<file path="config.mk">
export PLATFORM = sky130hd
export DESIGN_NAME = m2_sram_arbiter
export DESIGN_NICKNAME = d
export VERILOG_FILES = /design/src/rtl/m2_pkg.sv /design/src/rtl/m2_rd_tag_pipe.sv /design/src/rtl/m2_sram_arbiter.sv
export SDC_FILE = /design/constraint.sdc
export NUM_CORES = 1
export LEC_CHECK = 0
export CAP_MARGIN = 30
export CORE_UTILIZATION = 33
export DETAILED_ROUTE_END_ITERATION = 16
export PLACE_DENSITY = 0.81
export REMOVE_ABC_BUFFERS = 1
export SLEW_MARGIN = 30
export SYNTH_ARGS = -nofsm -noshare
export SYNTH_HDL_FRONTEND = slang
export SYNTH_SLANG_ARGS = --single-unit
export TNS_END_PERCENT = 30
</file>
<file path="constraint.sdc">
create_clock -name CLOCK_50_I -period 2.6 [get_ports CLOCK_50_I]
set_clock_uncertainty 0.05 [all_clocks]
set_input_delay 0.26 -clock CLOCK_50_I [delete_from_list [all_inputs] [get_ports CLOCK_50_I]]
set_output_delay 0.26 -clock CLOCK_50_I [all_outputs]
set_load 0.03 [all_outputs]
</file>
<file path="src/rtl/m2_pkg.sv">
// Shared Milestone 2 types: arbiter state, read-return tag, SRAM bus widths.
package m2_pkg;

  localparam int unsigned M2_SRAM_AW = 18;
  localparam int unsigned M2_SRAM_DW = 16;

  typedef enum logic [1:0] {
    ARB_IDLE,
    ARB_OWN0,
    ARB_OWN1
  } m2_arb_state_type;

  typedef struct packed {
    logic valid;
    logic id;
  } m2_rd_tag_t;

endpackage

</file>
<file path="src/rtl/m2_rd_tag_pipe.sv">
// Read-tag delay line: a read tag pushed at accept emerges RD_LATENCY+1 cycles later
// as a one-hot rvalid, lined up with the SRAM read data.
module m2_rd_tag_pipe
  import m2_pkg::*;
#(
  parameter int unsigned RD_LATENCY = 2
) (
  input  logic       clk,
  input  logic       reset,
  input  m2_rd_tag_t push,
  output logic [1:0] rvalid,
  output logic       busy
);

  localparam int unsigned PW = RD_LATENCY * $bits(m2_rd_tag_t);

  m2_rd_tag_t [RD_LATENCY-1:0] pipe;
  m2_rd_tag_t [RD_LATENCY-1:0] pipe_nxt;
  logic       [RD_LATENCY-1:0] vmask;
  m2_rd_tag_t                  tail;

  // Shift toward the tail; the oldest entry drops off the top.
  always_comb begin
    pipe_nxt = PW'({pipe, push});
    tail     = pipe[RD_LATENCY-1];
  end

  for (genvar k = 0; k < RD_LATENCY; k++) begin : g_vmask
    assign vmask[k] = pipe_nxt[k].valid;
  end

  always_ff @(posedge clk) begin
    if (reset) begin
      pipe   <= '0;
      rvalid <= 2'b00;
      busy   <= 1'b0;
    end else begin
      pipe   <= pipe_nxt;
      rvalid <= {tail.valid & tail.id, tail.valid & ~tail.id};
      busy   <= |vmask;
    end
  end

endmodule

</file>
<file path="src/rtl/m2_sram_arbiter.sv">
// Round-robin SRAM port arbiter for M2 fetch (0) and write-back (1) with burst hold.
// Define M2_ARB_STATS_EN to build the per-requester beat/stall counters.
module m2_sram_arbiter
  import m2_pkg::*;
#(
  parameter int unsigned RD_LATENCY = 2,
  parameter int unsigned MAX_BURST  = 8
) (
  input  logic                       CLOCK_50_I,
  input  logic                       Reset,
  input  logic [1:0]                 req,
  input  logic [1:0]                 req_we_n,
  input  logic [1:0][M2_SRAM_AW-1:0] req_address,
  input  logic [1:0][M2_SRAM_DW-1:0] req_write_data,
  output logic [1:0]                 gnt,
  output logic [1:0]                 rvalid,
  output logic [M2_SRAM_DW-1:0]      read_data,
  output logic [M2_SRAM_AW-1:0]      SRAM_address,
  output logic [M2_SRAM_DW-1:0]      SRAM_write_data,
  output logic                       SRAM_we_n,
  input  logic [M2_SRAM_DW-1:0]      SRAM_read_data,
  output logic                       busy,
  output logic [15:0]                stat_beats0,
  output logic [15:0]                stat_beats1,
  output logic [15:0]                stat_stall0,
  output logic [15:0]                stat_stall1
);

  localparam int unsigned CNT_W = 4;

  m2_arb_state_type state;
  logic [CNT_W-1:0] burst_cnt;
  logic             last_owner;
  logic             owner;
  logic             owned;
  logic             expired;
  logic             acc;
  logic             acc_id;
  m2_rd_tag_t       push;

  assign read_data = SRAM_read_data;

  // Grant: owner keeps the port until its burst expires under contention.
  always_comb begin
    gnt     = 2'b00;
    owned   = (state != ARB_IDLE);
    owner   = (state == ARB_OWN1);
    expired = (burst_cnt == CNT_W'(MAX_BURST));
    if (!Reset) begin
      if (owned && req[owner]) begin
        if (expired && req[~owner]) gnt[~owner] = 1'b1;
        else                        gnt[owner]  = 1'b1;
      end else if (req == 2'b11) begin
        gnt[~last_owner] = 1'b1;
      end else begin
        gnt = req;
      end
    end
  end

  always_comb begin
    acc        = |(req & gnt);
    acc_id     = gnt[1];
    push.valid = acc & req_we_n[acc_id];
    push.id    = acc_id;
  end

  always_ff @(posedge CLOCK_50_I) begin
    if (Reset) begin
      state           <= ARB_IDLE;
      burst_cnt       <= '0;
      last_owner      <= 1'b1;
      SRAM_address    <= '0;
      SRAM_write_data <= '0;
      SRAM_we_n       <= 1'b1;
    end else if (acc) begin
      state      <= acc_id ? ARB_OWN1 : ARB_OWN0;
      last_owner <= acc_id;
      if (owned && owner == acc_id) begin
        burst_cnt <= expired ? burst_cnt : burst_cnt + CNT_W'(1);
      end else begin
        burst_cnt <= CNT_W'(1);
      end
      SRAM_address    <= req_address[acc_id];
      SRAM_write_data <= req_write_data[acc_id];
      SRAM_we_n       <= req_we_n[acc_id];
    end else begin
      SRAM_we_n <= 1'b1;
      if (req == 2'b00) begin
        state     <= ARB_IDLE;
        burst_cnt <= '0;
      end
    end
  end

  m2_rd_tag_pipe #(
    .RD_LATENCY(RD_LATENCY)
  ) u_rd_tag_pipe (
    .clk   (CLOCK_50_I),
    .reset (Reset),
    .push  (push),
    .rvalid(rvalid),
    .busy  (busy)
  );

`ifdef M2_ARB_STATS_EN
  logic [1:0][15:0] beats;
  logic [1:0][15:0] stall;

  // Saturating per-requester accepted-beat and stalled-cycle counters.
  always_ff @(posedge CLOCK_50_I) begin
    if (Reset) begin
      beats <= '0;
      stall <= '0;
    end else begin
      for (int i = 0; i < 2; i++) begin
        if (req[i] && gnt[i] && beats[i] != 16'hFFFF) beats[i] <= beats[i] + 16'd1;
        if (req[i] && !gnt[i] && stall[i] != 16'hFFFF) stall[i] <= stall[i] + 16'd1;
      end
    end
  end

  assign stat_beats0 = beats[0];
  assign stat_beats1 = beats[1];
  assign stat_stall0 = stall[0];
  assign stat_stall1 = stall[1];
`else
  assign stat_beats0 = 16'd0;
  assign stat_beats1 = 16'd0;
  assign stat_stall0 = 16'd0;
  assign stat_stall1 = 16'd0;
`endif

endmodule

</file>
==> results of run 1 <==
sequential cells by signal, summed over array words and instances, names as in the netlist:
signal and flops:
SRAM_address 18, SRAM_we_n 1, SRAM_write_data 16, burst_cnt 4
last_owner 1, state 2, u_rd_tag_pipe.busy 1, u_rd_tag_pipe.pipe 4
u_rd_tag_pipe.rvalid 2
layout make-up:
cell class / count / area (um2)
well taps: 99 / 124
inverters: 7 / 38.8
repair buffers: 119 / 1170
clock inverters: 3 / 17.5
flip-flops and latches: 49 / 982
multi-input cells: 177 / 1150
clock buffers: 5 / 68.8
fillers: 680 / 3860
worst max path at each step:
stage                 startpoint                 end  cells past startpoint
global placement          req[1]  SRAM_write_data[4]                      5
floorplan           burst_cnt[0]     SRAM_address[0]                      6
global route        burst_cnt[0]              gnt[1]                      7
finish              burst_cnt[0]              gnt[1]                      7
detailed placement        req[1]     SRAM_address[7]                      5
CTS                 burst_cnt[0]              gnt[1]                      7
power groups by stage:
stage / clock [mW] / combinational (mW) / sequential [mW]
after floorplan: 0 / 0.226 / 0.957
after global placement: 0 / 0.581 / 0.859
after detailed placement: 0 / 0.590 / 0.858
after CTS: 0.453 / 0.591 / 0.843
after global routing: 0.482 / 0.625 / 0.852
final: 0.441 / 0.591 / 0.844
through the flow:
stage	total power, mW	setup WS [ps]	std cells	instance area (um2)
2_1_floorplan	1.18	-1100	233	2130
3_3_place_gp	1.44	286	451	3440
3_5_place_dp	1.45	128	451	3440
4_1_cts	1.89	44.0	459	3530
5_1_grt	1.96	-34.8	459	3550
6_report	1.88	137	459	3550
layout by cell type, fill, tap and decap left out, types with 3 or more instances in the layout:
cell and count:
clkdlybuf4s50_1 111, conb_1 64, dfxtp_1 48, a221o_1 35
and2_1 34, buf_4 8, inv_1 5, clkbuf_8 5
nand2_1 4, nand3_1 4, nor2b_1 3, nand3b_1 3
a21oi_1 3
cells by family after synthesis:
| family | share of synthesized area [%] |
|---|---|
| flip-flops | 37.8 |
| multiplexers | 0.868 |
| AO/OA/AOI/OAI | 17.4 |
| XOR/XNOR | 0.338 |
| buffers and inverters | 28.1 |
| AND/OR/NAND/NOR | 14.3 |
| other | 0.145 |
| adder cells (fa/ha/maj) | 0.965 |
worst max-delay path, delay by kind of cell, from the launching register on:
| family | cells | cell delay, ps |
|---|---|---|
| buffers and inverters | 3 | 490 |
| multiplexers | 1 | 420 |
| AND/OR/NAND/NOR | 2 | 410 |
| flip-flops | 1 | 360 |
| adder cells (fa/ha/maj) | 1 | 180 |
metal layers:
metal | GRT usage [%] | wire length (um)
met1 | 16.1 | 2330
met2 | 27.2 | 3290
met3 | 6.14 | 614
met4 | 5.51 | 132
met5 | 0 | 0
timing repair:
item                                    in CTS  in global routing
hold buffers                                 0                  0
endpoints found under the setup margin       1                  2
pin swaps                                    0                  1
gates resized for setup                      1                  4
cloned                                       0                  0
==> results_dict.tcl, run 1 <==
set metrics [dict create \
    rr_endpoint "SRAM_address[1]" \
    yosysSeqAreaShare_pct 37.8 \
    core_area_um2 7410 \
    worstPathMaxFanout 37 \
    area_growth_syn_to_layout_pct 36.9 \
    drive_gt1_share_pct 7.22 \
    routed_wl_um 6360 \
    hold_path.class "register to register" \
    cts_root_buffer "clkbuf_8" \
    synth_most_common_cell "buf_4" \
    place_congestion 0.846 \
    holdPathStages 1 \
    slew_violations 0 \
    grt_max_degree 38 \
    swShare_pct 33.5 \
    p_switching_mw 0.628 \
    reg2reg_depth 7 \
    num_rows 31 \
    place.port_buffers 113 \
    grt_pass1_vias 2018 \
    cts_tree "built" \
    tightest_slew_ps 583 \
    max_stage_delay_ps 420 \
    layout.nets 451 \
    vias 2065 \
    hpwl_um 4930 \
    worst_ep_arrival_time_ps 2150 \
    yosys-top-cells-count "buf_4, dfxtp_1, a221o_1, and2_1" \
    grt_pass1_wl_um 10000 \
    cts_max_level 2 \
    postCtsSetupRepairBufs 0 \
    status "complete, no violations" \
    pwr-share-seq_pct 45.0 \
    synth-edff-count 0 \
    ys_types 35 \
    grtUsageTotal_pct 15.3 \
    yosys_register_bits 49 \
    syn_area_um2 2590 \
    grt-ovfl-total 0 \
    synth.area.top_cells "dfxtp_1, buf_4, a221o_1, and2_1, buf_6" \
    num_antenna_cells 0 \
    leakagePower_nw 1.49 \
    fin_crit_ps 2460 \
    fin_setup_tns_ps 0 \
    worst-setup-path-type "register to output pin" \
    p_per_area_nw_per_um2 528 \
    antenna_left 0 \
    clkPwrFrac_pct 23.5 \
    cp-start-kind "register" \
    p_int_mw 1.25 \
    yosysWarningCount 0 \
    synth_top_area_share_pct 37.8 \
    setup-violations-final 0 \
    yosys.area.top_type "dfxtp_1" \
    synth.avg_cell_area_um2 9.82 \
    fin_util_pct 47.9 \
    r2r-start "burst_cnt[0]" \
    synth-main-ff-cell "dfxtp_1" \
    die_height_um 90.7 \
    drcViolationCount 0 \
    cp_data_required_time_ps 2290 \
    cts_buffers 5 \
    clock_latency_ps 300 \
    ir_drop_v 0.000242 \
    drt_iter0_drc 37 \
    synthCells 264 \
    clock-sinks 49 \
    rrSetupSlack_ps 400 \
    clk_pin_slew_worst_paths_ps 90 \
    path_cells "inv_1 -> ha_1 -> and3b_2 -> mux2_2 -> nand3_4 -> clkinv_8 -> buf_4" \
    min_to "u_rd_tag_pipe.rvalid[0]" \
    initial_utilization_pct 35.0 \
    ys_async_sr_fraction_pct 0 \
    holdWs_ps 359 \
    cp-end-kind "output pin" \
    clock.fmax_mhz 406 \
    die_w_um 90.7 \
    io_pins 210 \
    hold_violations 0 \
    firstDrtPassIters 4 \
    share_comb_of_total_power_pct 31.5 \
    die_area_um2 8220 \
    min_from "u_rd_tag_pipe.pipe[2]" \
    max_slew_margin_pct 61.0 \
    drt-wirelength-per-cell_um 13.9 \
    fin_crit_sh_pct 94.7 \
    viasPerCell 4.50 \
    slowest_stage "mux2_2" \
    antenna_found_initial 0 \
    clockBufferDepth 2 \
    cap_violations 0 \
]
Note: power is estimated with default switching activity, not from simulation.
==> inputs of run 2 (changes only) <==
Settings changed: CORE_ASPECT_RATIO set to 1.1, SETUP_SLACK_MARGIN set to 0.15.
==> run 2 against run 1 <==
Critical path depth stayed put. Setup slack better by 110 ps. Largest power group unchanged. Via count rose by 0.68%. Wire length increased by 3.8%.
==> results_dict.tcl, run 2 (synthesis gave the netlist of run 1 again) <==
set metrics [dict create \
    num_antenna_cells 0 \
    viasPerCell 4.45 \
    grt_pass1_vias 1974 \
    clock.fmax_mhz 425 \
    antenna_left 0 \
    hpwl_um 4690 \
    clock-sinks 49 \
    worst_ep_arrival_time_ps 2040 \
    grtUsageTotal_pct 16.2 \
    fin_util_pct 48.0 \
    clockBufferDepth 2 \
    fin_crit_ps 2350 \
    io_pins 210 \
    reg2reg_depth 8 \
    layout.nets 454 \
    firstDrtPassIters 4 \
    initial_utilization_pct 34.5 \
    die_height_um 95.0 \
    cts_hold_buf 0 \
    worstPathMaxFanout 7 \
    cts_buffers 5 \
    leakagePower_nw 1.51 \
    cts_root_buffer "clkbuf_8" \
    worst-setup-path-type "register to output pin" \
    drt_iter0_drc 51 \
    die_w_um 86.5 \
    final_cell_mix "clkdlybuf4s50_1, conb_1, dfxtp_1" \
    p_per_area_nw_per_um2 526 \
    cp-start-kind "register" \
    fin_crit_sh_pct 90.4 \
    area_growth_syn_to_layout_pct 38.9 \
    antenna_found_initial 0 \
    largest_register "SRAM_address" \
    rr_endpoint "SRAM_address[17]" \
    num_rows 33 \
    cap_violations 0 \
    drt-wirelength-per-cell_um 14.1 \
    holdPathStages 1 \
    cp-end-kind "output pin" \
    slew_violations 0 \
    hold_path.class "register to register" \
    reg.largest.list "SRAM_address x18, SRAM_write_data x16" \
    min_from "u_rd_tag_pipe.pipe[2]" \
    grt-ovfl-total 0 \
    setup-violations-final 0 \
    min_to "u_rd_tag_pipe.rvalid[0]" \
    status "complete, no violations" \
    cts_tree "built" \
    clk_pin_slew_worst_paths_ps 80 \
    largest_reg_flops 18 \
    layout_commonest_cell "clkdlybuf4s50_1" \
    cp_data_required_time_ps 2290 \
    rrSetupSlack_ps 330 \
    vias 2079 \
    grt_max_degree 35 \
    r2r-start "burst_cnt[0]" \
    drcViolationCount 0 \
    grt_pass1_wl_um 9930 \
    cts_max_level 2 \
    place_congestion 0.793 \
    core_area_um2 7510 \
    rsz0062_at_grt "false" \
    ir_drop_v 0.000218 \
    routed_wl_um 6600 \
    drive_gt1_share_pct 7.46 \
    hold_violations 0 \
    place.port_buffers 113 \
    clock_latency_ps 290 \
    die_area_um2 8220 \
    holdWs_ps 370 \
]
run 2: changes by cell type in the layout (fill, tap and decap cells not counted), sizes merged:
cell	change
clkinv	-3
clkinvlp	-1
inv	+2
buf	+2
clkbuf	+2
run 2: metal layers:
metal	wire length (um)	track usage (%)
met1	2530	17.9
met2	3250	27.1
met3	696	7.69
met4	63	4.72
met5	60	5.84
run 2: metrics by stage:
stage | setup TNS (ps) | cell area [um2] | power (mW) | worst slack [ps] | cells
floorplan | -41520 | 2130 | 1.18 | -1100 | 233
global placement | 0 | 3460 | 1.44 | 323 | 457
detailed placement | 0 | 3460 | 1.45 | 272 | 457
CTS | 0 | 3600 | 1.91 | 148 | 467
global route | 0 | 3600 | 1.98 | 152 | 467
finish | 0 | 3600 | 1.89 | 249 | 467
run 2: where the power goes:
part           switching (mW)  internal, mW  total, mW
logic                   0.348         0.258      0.606
registers              0.0310         0.812      0.843
clock network           0.234         0.211      0.445
run 2: worst max-delay path, stage by stage, from the launching register on:
cell and delay [ps]:
dfxtp_2 370, inv_1 80, ha_1 210, and3b_2 250, mux2_4 360, a31oi_4 170
buf_12 150, buf_4 150
run 2: cell type report:
cell class	count	area (um2)
multi-input cells	177	1140
clock buffers	7	86.3
repair buffers	121	1210
repair inverters	1	8.76
fillers	685	3910
flip-flops and latches	49	982
inverters	7	38.8
well taps	105	131
run 2: how the worst max path moves through the flow:
stage	cells past startpoint	from	endpoint
finish	7	burst_cnt[0]	gnt[0]
global route	7	burst_cnt[0]	gnt[0]
CTS	7	burst_cnt[0]	gnt[0]
detailed placement	7	burst_cnt[0]	gnt[1]
global placement	5	req[0]	gnt[0]
floorplan	6	burst_cnt[0]	SRAM_address[0]
run 2: timing repair:
action / CTS / global route
endpoints found under the setup margin: 2 / 20
endpoints found under the hold margin: 0 / 0
buffers inserted: 2 / 0
gates resized for setup: 3 / 3
pin swaps: 1 / 0
cloned: 1 / 0
==> inputs of run 3 (changes only) <==
Settings changed: CORE_UTILIZATION 33 to 34, CTS_BUF_LIST set to sky130_fd_sc_hd__clkbuf_2, PLACE_DENSITY 0.81 to 0.83.
==> run 3 against run 2 <==
Via count is 0.96% higher. Hold slack gained 8.4 ps. Clock power decreased by 32%. Sequential cell count stayed put. Critical endpoint is now gnt[1]. Highest routed layer unchanged.
==> results_dict.tcl, run 3 (synthesis gave the netlist of run 1 again) <==
set metrics [dict create \
    status "complete, no violations" \
    area_growth_syn_to_layout_pct 36.8 \
    largest_register "SRAM_address" \
    worst-setup-path-type "register to output pin" \
    final_cell_mix "clkdlybuf4s50_1, conb_1, dfxtp_1" \
    r2r-start "burst_cnt[0]" \
    clk_pin_slew_worst_paths_ps 230 \
    rsz0062_at_grt "false" \
    rrSetupSlack_ps 520 \
    cp_data_required_time_ps 2290 \
    slew_violations 0 \
    fillers 685 \
    cp-start-kind "register" \
    place_inst 440 \
    clock-sinks 49 \
    clockBufferDepth 2 \
    layout.nets 458 \
    rr_endpoint "SRAM_address[11]" \
    p_per_area_nw_per_um2 494 \
    viasPerCell 4.62 \
    die_w_um 85.3 \
    largest_reg_flops 18 \
    clock_latency_ps 390 \
    cap_violations 0 \
    drcViolationCount 0 \
    clock.fmax_mhz 437 \
    hold_path.class "register to register" \
    leakagePower_nw 1.51 \
    firstDrtPassIters 6 \
    grtUsageTotal_pct 15.6 \
    die_height_um 93.6 \
    stdcell_count 454 \
    num_rows 33 \
    worstPathMaxFanout 19 \
    num_antenna_cells 0 \
    hold_violations 0 \
    ir_drop_v 0.000232 \
    drive_gt1_share_pct 9.81 \
    drt-wirelength-per-cell_um 13.9 \
    fin_crit_sh_pct 88.0 \
    hpwl_um 4540 \
    grt_pass1_wl_um 9490 \
    drt_iter0_drc 61 \
    antenna_left 0 \
    cts_root_buffer "clkbuf_2" \
    die_area_um2 7980 \
    place.port_buffers 113 \
    fin_util_pct 47.7 \
    antenna_found_initial 0 \
    holdPathStages 1 \
    min_from "u_rd_tag_pipe.pipe[2]" \
    min_to "u_rd_tag_pipe.rvalid[0]" \
    cts_buffers 5 \
    grt_pass1_vias 1907 \
    reg2reg_depth 8 \
    cts_max_level 2 \
    worst_ep_arrival_time_ps 1980 \
    multi_input_area_um2 1150 \
    core_area_um2 7430 \
    routed_wl_um 6310 \
    setup-violations-final 0 \
    vias 2099 \
    cts_tree "built" \
    layout_commonest_cell "clkdlybuf4s50_1" \
    io_pins 210 \
    cp-end-kind "output pin" \
    place_congestion 0.784 \
    grt_max_degree 35 \
    grt-ovfl-total 0 \
    fin_crit_ps 2290 \
    reg.largest.list "SRAM_address x18, SRAM_write_data x16" \
    initial_utilization_pct 34.9 \
    seq_area_um2 983 \
]
==> run 3: power breakdown <==
part           internal, mW  total (mW)  switching (mW)
combinational         0.260       0.606           0.346
clock                0.0794       0.301           0.222
sequential            0.814       0.847          0.0324
==> run 3: how the worst max path moves through the flow <==
stage	start	to	slack, ps	depth (start not counted)
2_1_floorplan	burst_cnt[0]	SRAM_address[0]	-1100	6
3_3_place_gp	burst_cnt[0]	gnt[1]	350	7
3_5_place_dp	burst_cnt[0]	gnt[1]	270	7
4_1_cts	burst_cnt[1]	gnt[0]	150	6
5_1_grt	burst_cnt[1]	gnt[1]	190	7
6_report	burst_cnt[0]	gnt[1]	310	7
==> run 3: timing repair <==
item,in CTS,in global routing
pin swaps,1,2
resized for setup,7,3
hold buffers,0,0
cloned,1,0
setup buffers,2,3
endpoints found under the setup margin,2,2
==> run 3: stage by stage <==
stage | instance area, um2 | power [mW] | TNS, ps | hold slack, ps | setup WS, ps
final | 3550 | 1.75 | 0 | 378 | 313
after detailed placement | 3440 | 1.45 | 0 | 354 | 271
after floorplan | 2130 | 1.18 | -41520 | 282 | -1100
after global routing | 3550 | 1.84 | 0 | 352 | 186
after global placement | 3440 | 1.44 | 0 | 341 | 350
after CTS | 3520 | 1.77 | 0 | 364 | 151
==> run 3: routing by layer <==
| metal | wire, um | share of wire, % | GRT usage [%] |
|---|---|---|---|
| met4 | 75 | 1.2 | 4.17 |
| met3 | 635 | 10 | 6.27 |
| met2 | 3010 | 48 | 26.6 |
| met1 | 2550 | 40 | 17.9 |
| met5 | 36 | 0.57 | 4.20 |
==> run 3: worst max-delay path, stage by stage (launching register included) <==
cell	delay [ps]
dfxtp_2	400
inv_2	50
ha_2	180
and3b_2	220
mux2_4	350
nand3_4	140
inv_12	70
buf_4	170
==> run 3: layout make-up <==
cell class / count / area share, %
Sequential cell: 49 / 27.7
Inverter: 7 / 1.09
Tap cell: 87 / 3.07
Timing Repair inverter: 1 / 0.247
Multi-Input combinational cell: 177 / 32.3
Clock buffer: 8 / 1.13
Timing Repair Buffer: 125 / 34.4
